[config.mk]
export PLATFORM = sky130hd
export DESIGN_NAME = pipe_stage_reg
export DESIGN_NICKNAME = d
export VERILOG_FILES = /design/src/rtl/pipe_stage_reg_pkg.sv /design/src/rtl/pipe_entry.sv /design/src/rtl/pipe_stage_reg.sv
export SDC_FILE = /design/constraint.sdc
export NUM_CORES = 2
export LEC_CHECK = 0
export CAP_MARGIN = 20
export CORE_AREA = 2 2 282 284
export CTS_CLUSTER_SIZE = 40
export DETAILED_ROUTE_END_ITERATION = 8
export DIE_AREA = 0 0 284 286
export PLACE_DENSITY_LB_ADDON = 0.08
export SETUP_SLACK_MARGIN = 0.3
export SYNTH_ARGS = -nofsm -noshare
export SYNTH_HDL_FRONTEND = slang
export SYNTH_SLANG_ARGS = --single-unit
export TNS_END_PERCENT = 10
[constraint.sdc]
create_clock -name clk -period 2.6 [get_ports clk]
set_clock_uncertainty 0.15 [all_clocks]
set_input_delay 0.26 -clock clk [delete_from_list [all_inputs] [get_ports clk]]
set_output_delay 0.26 -clock clk [all_outputs]
set_load 0.02 [all_outputs]
[src/rtl/pipe_stage_reg_pkg.sv]
// Shared definitions for the two-entry skid pipeline stage: default payload
// widths, the occupancy state encoding and a state-to-count helper.
package pipe_stage_reg_pkg;

  localparam int DATA_W = 320;
  localparam int CTRL_W = 14;
  localparam int IDX_W  = 15;

  // The encoding equals the number of held entries, so occupancy decodes
  // straight from the state register.
  typedef enum logic [1:0] {
    EMPTY = 2'd0,
    BUSY  = 2'd1,
    FULL  = 2'd2
  } state_e;

  function automatic logic [1:0] occ_of(input state_e s);
    logic [1:0] n;
    case (s)
      BUSY:    n = 2'd1;
      FULL:    n = 2'd2;
      default: n = 2'd0;
    endcase
    return n;
  endfunction

endpackage

[src/rtl/pipe_entry.sv]
// One payload slot of the pipeline stage: a register that loads when enabled
// and clears on synchronous active-low reset.
module pipe_entry #(
  parameter int W = 8
) (
  input  logic         clk,
  input  logic         reset,
  input  logic         load_i,
  input  logic [W-1:0] d_i,
  output logic [W-1:0] q_o
);

  logic [W-1:0] q_q;

  // Payload slot: clear on reset, capture on load, otherwise hold.
  // NOTE: sequential state uses non-blocking (<=) so every flop samples
  // pre-edge values and simulation ordering cannot change the result.
  // NOTE: the payload is reset (not left uninitialised like a RAM) because
  // out_data/out_idx must read zero straight after reset.
  always_ff @(posedge clk) begin
    if (!reset) begin
      q_q <= '0;
    end else if (load_i) begin
      q_q <= d_i;
    end
  end

  assign q_o = q_q;

endmodule

[src/rtl/pipe_stage_reg.sv]
// Two-entry (main + skid) pipeline register with valid/ready handshakes on
// both sides. in_ready comes from the state register only, so there is no
// combinational path from out_ready to in_ready. flush squashes all held
// entries; reset outranks flush.
module pipe_stage_reg #(
  parameter int DATA_W = pipe_stage_reg_pkg::DATA_W,
  parameter int CTRL_W = pipe_stage_reg_pkg::CTRL_W,
  parameter int IDX_W  = pipe_stage_reg_pkg::IDX_W
) (
  input  logic              clk,
  input  logic              reset,
  input  logic              in_valid,
  output logic              in_ready,
  input  logic [DATA_W-1:0] in_data,
  input  logic [IDX_W-1:0]  in_idx,
  input  logic [CTRL_W-1:0] in_ctrl,
  input  logic              flush,
  output logic              out_valid,
  input  logic              out_ready,
  output logic [DATA_W-1:0] out_data,
  output logic [IDX_W-1:0]  out_idx,
  output logic [CTRL_W-1:0] out_ctrl,
  output logic [1:0]        occ
);

  import pipe_stage_reg_pkg::*;

  localparam int ENT_W = DATA_W + IDX_W + CTRL_W;

  state_e             state_q, state_d;
  logic               push, pop;
  logic               load_main, load_skid, main_from_skid;
  logic [ENT_W-1:0]   in_ent, main_d, main_q, skid_q;
  logic [CTRL_W-1:0]  main_ctrl;

  assign in_ent    = {in_data, in_idx, in_ctrl};
  assign in_ready  = (state_q != FULL);
  assign out_valid = (state_q != EMPTY);
  assign push      = in_valid & in_ready;
  assign pop       = out_valid & out_ready;

  // Next state and load selects for the main and skid slots.
  // NOTE: every output of this block gets a default first, so no path
  // through the case leaves a signal unassigned and no latch is inferred.
  always_comb begin
    state_d        = state_q;
    load_main      = 1'b0;
    load_skid      = 1'b0;
    main_from_skid = 1'b0;
    if (flush) begin
      state_d = EMPTY;
    end else begin
      case (state_q)
        EMPTY: begin
          if (push) begin
            load_main = 1'b1;
            state_d   = BUSY;
          end
        end
        BUSY: begin
          if (push && pop) begin
            load_main = 1'b1;
          end else if (push) begin
            load_skid = 1'b1;
            state_d   = FULL;
          end else if (pop) begin
            state_d = EMPTY;
          end
        end
        FULL: begin
          if (pop) begin
            load_main      = 1'b1;
            main_from_skid = 1'b1;
            state_d        = BUSY;
          end
        end
        default: state_d = EMPTY;
      endcase
    end
  end

  assign main_d = main_from_skid ? skid_q : in_ent;

  // Occupancy state register; reset outranks flush and normal operation.
  always_ff @(posedge clk) begin
    if (!reset) begin
      state_q <= EMPTY;
    end else begin
      state_q <= state_d;
    end
  end

  pipe_entry #(.W(ENT_W)) u_main (
    .clk    (clk),
    .reset  (reset),
    .load_i (load_main),
    .d_i    (main_d),
    .q_o    (main_q)
  );

  pipe_entry #(.W(ENT_W)) u_skid (
    .clk    (clk),
    .reset  (reset),
    .load_i (load_skid),
    .d_i    (in_ent),
    .q_o    (skid_q)
  );

  // Data and index keep their last value through bubbles; control is gated
  // so a bubble never carries side effects downstream.
  assign {out_data, out_idx, main_ctrl} = main_q;
  assign out_ctrl = out_valid ? main_ctrl : '0;
  assign occ      = occ_of(state_q);

endmodule

== After elaboration in Yosys (flattened, before gate mapping) ==
Cells that the tools add are included.

* Output and inout port bits: 353
* Input bits: 354
* Logic and storage cells: 37
* Register bits after elaboration: 700

* Bitwise logic cells: 3
* Mux-type cells: 19
* Reduce and logical (&&, ||, !) cells: 5
* Eq/ne operators: 7

{| class="wikitable"
|+ Operators by type and width
! operator !! count
|-
| $mux 349 || 1
|-
| $mux 14 || 1
|-
| $mux 2 || 5
|-
| $mux 1 || 9
|-
| $ne 2x2->1 const B || 4
|-
| $pmux 2 s3 || 1
|-
| $pmux 2 s2 || 1
|-
| $reduce_and 4->1 || 1
|-
| $ne 3x3->1 const B || 1
|-
| $pmux 1 s3 || 1
|-
| $and 1x1->1 || 2
|-
| $eq 2x1->1 const B || 1
|-
| $eq 2x2->1 const B || 1
|-
| $logic_not 2->1 || 1
|-
| $reduce_bool 2->1 || 1
|-
| $reduce_or 2->1 || 1
|-
| $logic_and 1x1->1 || 1
|-
| $not 1->1 || 1
|}

== Depth between registers and ports, before layout ==
* Depth in word-level cells: 6
* Mapped depth: 8
* Mapped depth without buffers: 3

== Cells and area by module ==
From an unflattened synthesis, not the netlist that was laid out.

* Cells, all modules: 2673
* Area, all modules: 32787.7 um2

{| class="wikitable"
|+ Modules (own cells, without submodules)
! module !! instances !! cells an instance !! area an instance (um2) !! seq. area each (um2)
|-
| pipe_entry || 2 || 1125 || 13385.3 || 6986.7
|-
| pipe_stage_reg || 1 || 423 || 6017.0 || 40.0
|}

== Worst setup path after synthesis ==
OpenSTA, ideal clock, no wires.

* Path kind: register to register
* Start point: reg state_q[1]
* End point: reg u_main.q_q[182] (netlist: u_main.q_o[182])
* Data arrival time: 1.541 ns
* Path buffers: 3
* Setup slack: 0.758 ns
* Stages on the path, launching flop included: 7
* Library setup time: 0.152 ns
* Period minus slack after synthesis: 1.842 ns
* Required time: 2.298 ns
* Path through: dfxtp_1 > buf_6 > mux2_4 > nand2_2 > buf_6 > clkbuf_1 > a221oi_2

* Longest elaborated chain between the ends: 6
* Elaborated cells between the ends (all ways): 16
* Classes of those cells: eq/ne: 3; mux: 8; bitwise: 2; reduce/logical: 3

{| class="wikitable"
|+ RTL lines
! element !! line !! source
|-
| from (decl) || pipe_stage_reg.sv:30 || <nowiki>state_e state_q, state_d;</nowiki>
|-
| from (signal assigned) || pipe_stage_reg.sv:89 || <nowiki>state_q <= state_d;</nowiki>
|-
| $ne 2x2->1 or $reduce_bool 2->1 (tied branches) || pipe_stage_reg.sv:37, pipe_stage_reg.sv:38 ||
|-
| $and 1x1->1 (on tied branches) || pipe_stage_reg.sv:39, pipe_stage_reg.sv:40 ||
|-
| $logic_and 1x1->1 or $mux 1 (tied branches) || pipe_stage_reg.sv:61, pipe_stage_reg.sv:71 ||
|-
| $mux 1 (on tied branches) || pipe_stage_reg.sv:61, pipe_stage_reg.sv:53 ||
|-
| $pmux 1 s3 or $mux 1 (tied branches) || pipe_stage_reg.sv:53, pipe_stage_reg.sv:50 ||
|-
| $mux 1 or $mux 349 (tied branches) || pipe_stage_reg.sv:50, pipe_stage_reg.sv:82 ||
|-
| to (signal assigned) || pipe_entry.sv:24 || <nowiki>q_q <= d_i;</nowiki>
|-
| to (decl) || pipe_entry.sv:13 || <nowiki>logic [W-1:0] q_q;</nowiki>
|}

Several ways; a longest one is shown, not always the timed one.
A chain may end at the register's enable or synchronous reset.

== Worst setup path in the final report ==
* Start point: reg state_q[0]
* End point: out out_ctrl[11]

* Longest elaborated chain between the ends: 2

{| class="wikitable"
|+ RTL lines
! element !! line !! source
|-
| $reduce_bool 2->1 || pipe_stage_reg.sv:38 || <nowiki>assign out_valid = (state_q != EMPTY);</nowiki>
|-
| $mux 14 || pipe_stage_reg.sv:112 || <nowiki>assign out_ctrl = out_valid ? main_ctrl : '0;</nowiki>
|-
| to (decl) || pipe_stage_reg.sv:22 || <nowiki>output logic [CTRL_W-1:0] out_ctrl,</nowiki>
|}

Every way passes these cells.

==> metrics <==
Power Density 634 nW/um^2; clock root cell clkbuf_16; Core Util, Final 0.550; fraction of the yosys area taken by sequential cells 0.402; # Post-CTS Setup Buffers 0; gr ovfl total 0; clock slew at reported path FFs 0.06 ns; GPL Wtd Cong 0.820; fin. max-slew vios 0; Commonest cells post-synth 700 x dfxtp_1, 351 x nor2_1, 350 x a21oi_1, 350 x nand3b_1, 349 x mux2i_1; CTS Buf Count 78; most common cell in the synthesized netlist dfxtp_1; Synth Warn # 0; synthesized area per cell roughly 10 um^2; cell area after synthesis 34900 um^2; IR drop worst, VDD 477 uV; cell taking the most area after synthesis dfxtp_1; Wirelength per Cell approximately 23 um; fraction of registers with async set/reset 0; RSZ-0062 raised after global routing true; fmax 0.406 GHz; EDFF count, synth 0; via/cell ratio roughly 5.7; number of library cell types mapped by synthesis 29; via count approximately 28000; antenna-violating nets left 0; Final Cycle Share 0.948; share of Yosys cell area claimed by the top area cell type 0.402; CTS tree yes; max_cap viols 0; worst min path class input pin to flip-flop; Area contributors post-synth dfxtp_1 40%, a221oi_2 13%, mux2i_1 10%; Seq cells post-synth 700; Layout area overhead 23.5%; num rows a little over 100; global-route wire length before repair 168 mm; P_leak about 14 nW; crit-path max FO 15; post-synth net total around 4000; final setup TNS 0 ns; vias in the first global route approximately 28000; Setup-failing EPs final 0; critical path required time 2.19 ns; chip width 284 um; status finished, final reports clean; Max-slew headroom 0.131; Slew @ Worst Pin roughly 1.3 ns; Post-Syn Instances 3556; initial antenna violation count 32; initial core utilization 0.445; min cycle time layout 2.47 ns; Ports around 710; Setup Crit Path Kind flip-flop to output port; half-perimeter wire length after placement 73.2 mm; Top FF cell, synth dfxtp_1; r2r setup slk roughly 0.50 ns; Buffers on Ports 706; All-Layer GR Usage 0.260; Chip Height 286 um; core area 78400 um^2; clock sink count 700; fillcell total 6902; Fin. Hold Viols 0; nature of the critical path endpoint output port; Startpoint Class flip-flop; share of layout cells above drive strength 1 0.150; Arr. time, crit path 2.06 ns; drt total wl 111 mm; clk buf depth 3; largest net degree at the start of global routing 335; Worst-Skew Late Latency ~0.62 ns; DRT iter0 DRCs 1715; H-Tree Depth 3; first-pass detailed-route iteration total 6; Nets 4095; drt drc 0; die area just over 80000 um^2
[report_power, final]
part	total, mW	switching [mW]	leakage [nW]	internal [mW]
Combinational	4.73	2.55	6.65	2.18
Clock	10.9	4.53	1.26	6.39
Sequential	11.6	0.378	5.72	11.3
[layout make-up]
class,count,area [um^2],share of cell area
inverter,3,18.8,0.000436
timing repair buffer,831,8920,0.207
tap,1050,1310,0.0305
clock buffer,109,2280,0.0529
clock inverter,24,225,0.00523
multi-input combinational,2127,16200,0.377
antenna,26,65.1,0.00151
sequential,700,14000,0.325
[kinds of logic (layout without fill, tap and decap cells)]
| kind of cell | after synthesis | after routing | share of synthesized area |
|---|---|---|---|
| AO/OA/AOI/OAI | 1051 | 1051 | 0.244 |
| buffers and inverters | 729 | 967 | 0.135 |
| AND/OR/NAND/NOR | 726 | 726 | 0.118 |
| flip-flops | 700 | 700 | 0.402 |
| multiplexers | 350 | 350 | 0.101 |
| other | 0 | 26 | 0 |
[through the flow]
step	hold WS [ns]	power, mW	setup slack [ns]	std cells	cell area, um^2
3_5_place_dp	0.316	16.6	0.0627	4709	40500
2_1_floorplan	0.183	14.9	0.758	3556	34900
6_report	0.101	27.3	0.134	4870	43100
3_3_place_gp	0.310	16.5	0.0659	4709	40500
4_1_cts	0.0558	27.5	0.0799	4843	43000
5_1_grt	0.0868	28.3	0.0408	4864	43100
[critical path: stages (launching register included)]
cell,delay [ns]
dfxtp_2,0.43
nor2_2,0.09
buf_6,0.18
nor2b_1,0.11
clkdlybuf4s50_1,0.62
[cell usage in the layout (no fill, tap or decap), drive strengths merged]
master | Yosys | final
dfxtp | 700 | 700
clkdlybuf4s50 | 0 | 692
nor2 | 351 | 351
nand3b | 350 | 350
a21oi | 350 | 350
mux2i | 349 | 349
a221oi | 349 | 349
o21ai | 349 | 349
buf | 536 | 125
clkbuf | 190 | 109
diode | 0 | 26
clkinv | 1 | 19
nor2b | 17 | 17
dlygate4sd2 | 0 | 12
inv | 2 | 5
bufinv | 0 | 3
nor4bb | 2 | 2
nand2 | 2 | 2
mux2 | 1 | 1
a21o | 1 | 1
and4bb | 1 | 1
nand4bb | 1 | 1
nand2b | 1 | 1
a211oi | 1 | 1
or3b | 1 | 1
o21ba | 1 | 1
dlygate4sd3 | 0 | 1
dlymetal6s2s | 0 | 1
[sequential cells by signal, summed over array words and instances, names as in the netlist]
signal      cells
u_skid.q_o    349
u_main.q_o    349
state_q         2
[layer usage]
metal / up-vias / track usage / wire, um
met1: 13900 / 0.314 / 45200
li1: 13000 / - / -
met4: 14 / 0.115 / 4150
met5: - / 0 / 92
met2: 754 / 0.439 / 55000
met3: 199 / 0.0626 / 6860
[final timing paths]
kind / startpoint / cells after the start / to
hold reg to reg: u_skid.q_o[139]$_SDFFE_PN0P_ / 2 / u_skid.q_o[139]$_SDFFE_PN0P_
setup reg to reg: state_q[1]$_SDFFE_PP0P_ / 6 / u_main.q_o[10]$_SDFFE_PN0P_
hold / removal: in_idx[7] / 3 / u_skid.q_o[21]$_SDFFE_PN0P_
setup / recovery: state_q[0]$_SDFFE_PP0P_ / 4 / out_ctrl[11]
[timing repair]
| item | CTS | global route |
|---|---|---|
| hold buffers | 1 | 0 |
| setup endpoints to repair | 18 | 15 |
| gates cloned | 0 | 0 |
| gates resized for setup | 17 | 1 |
| endpoints found under the hold margin | 3 | 0 |
Note: power is estimated with default switching activity, not from simulation.
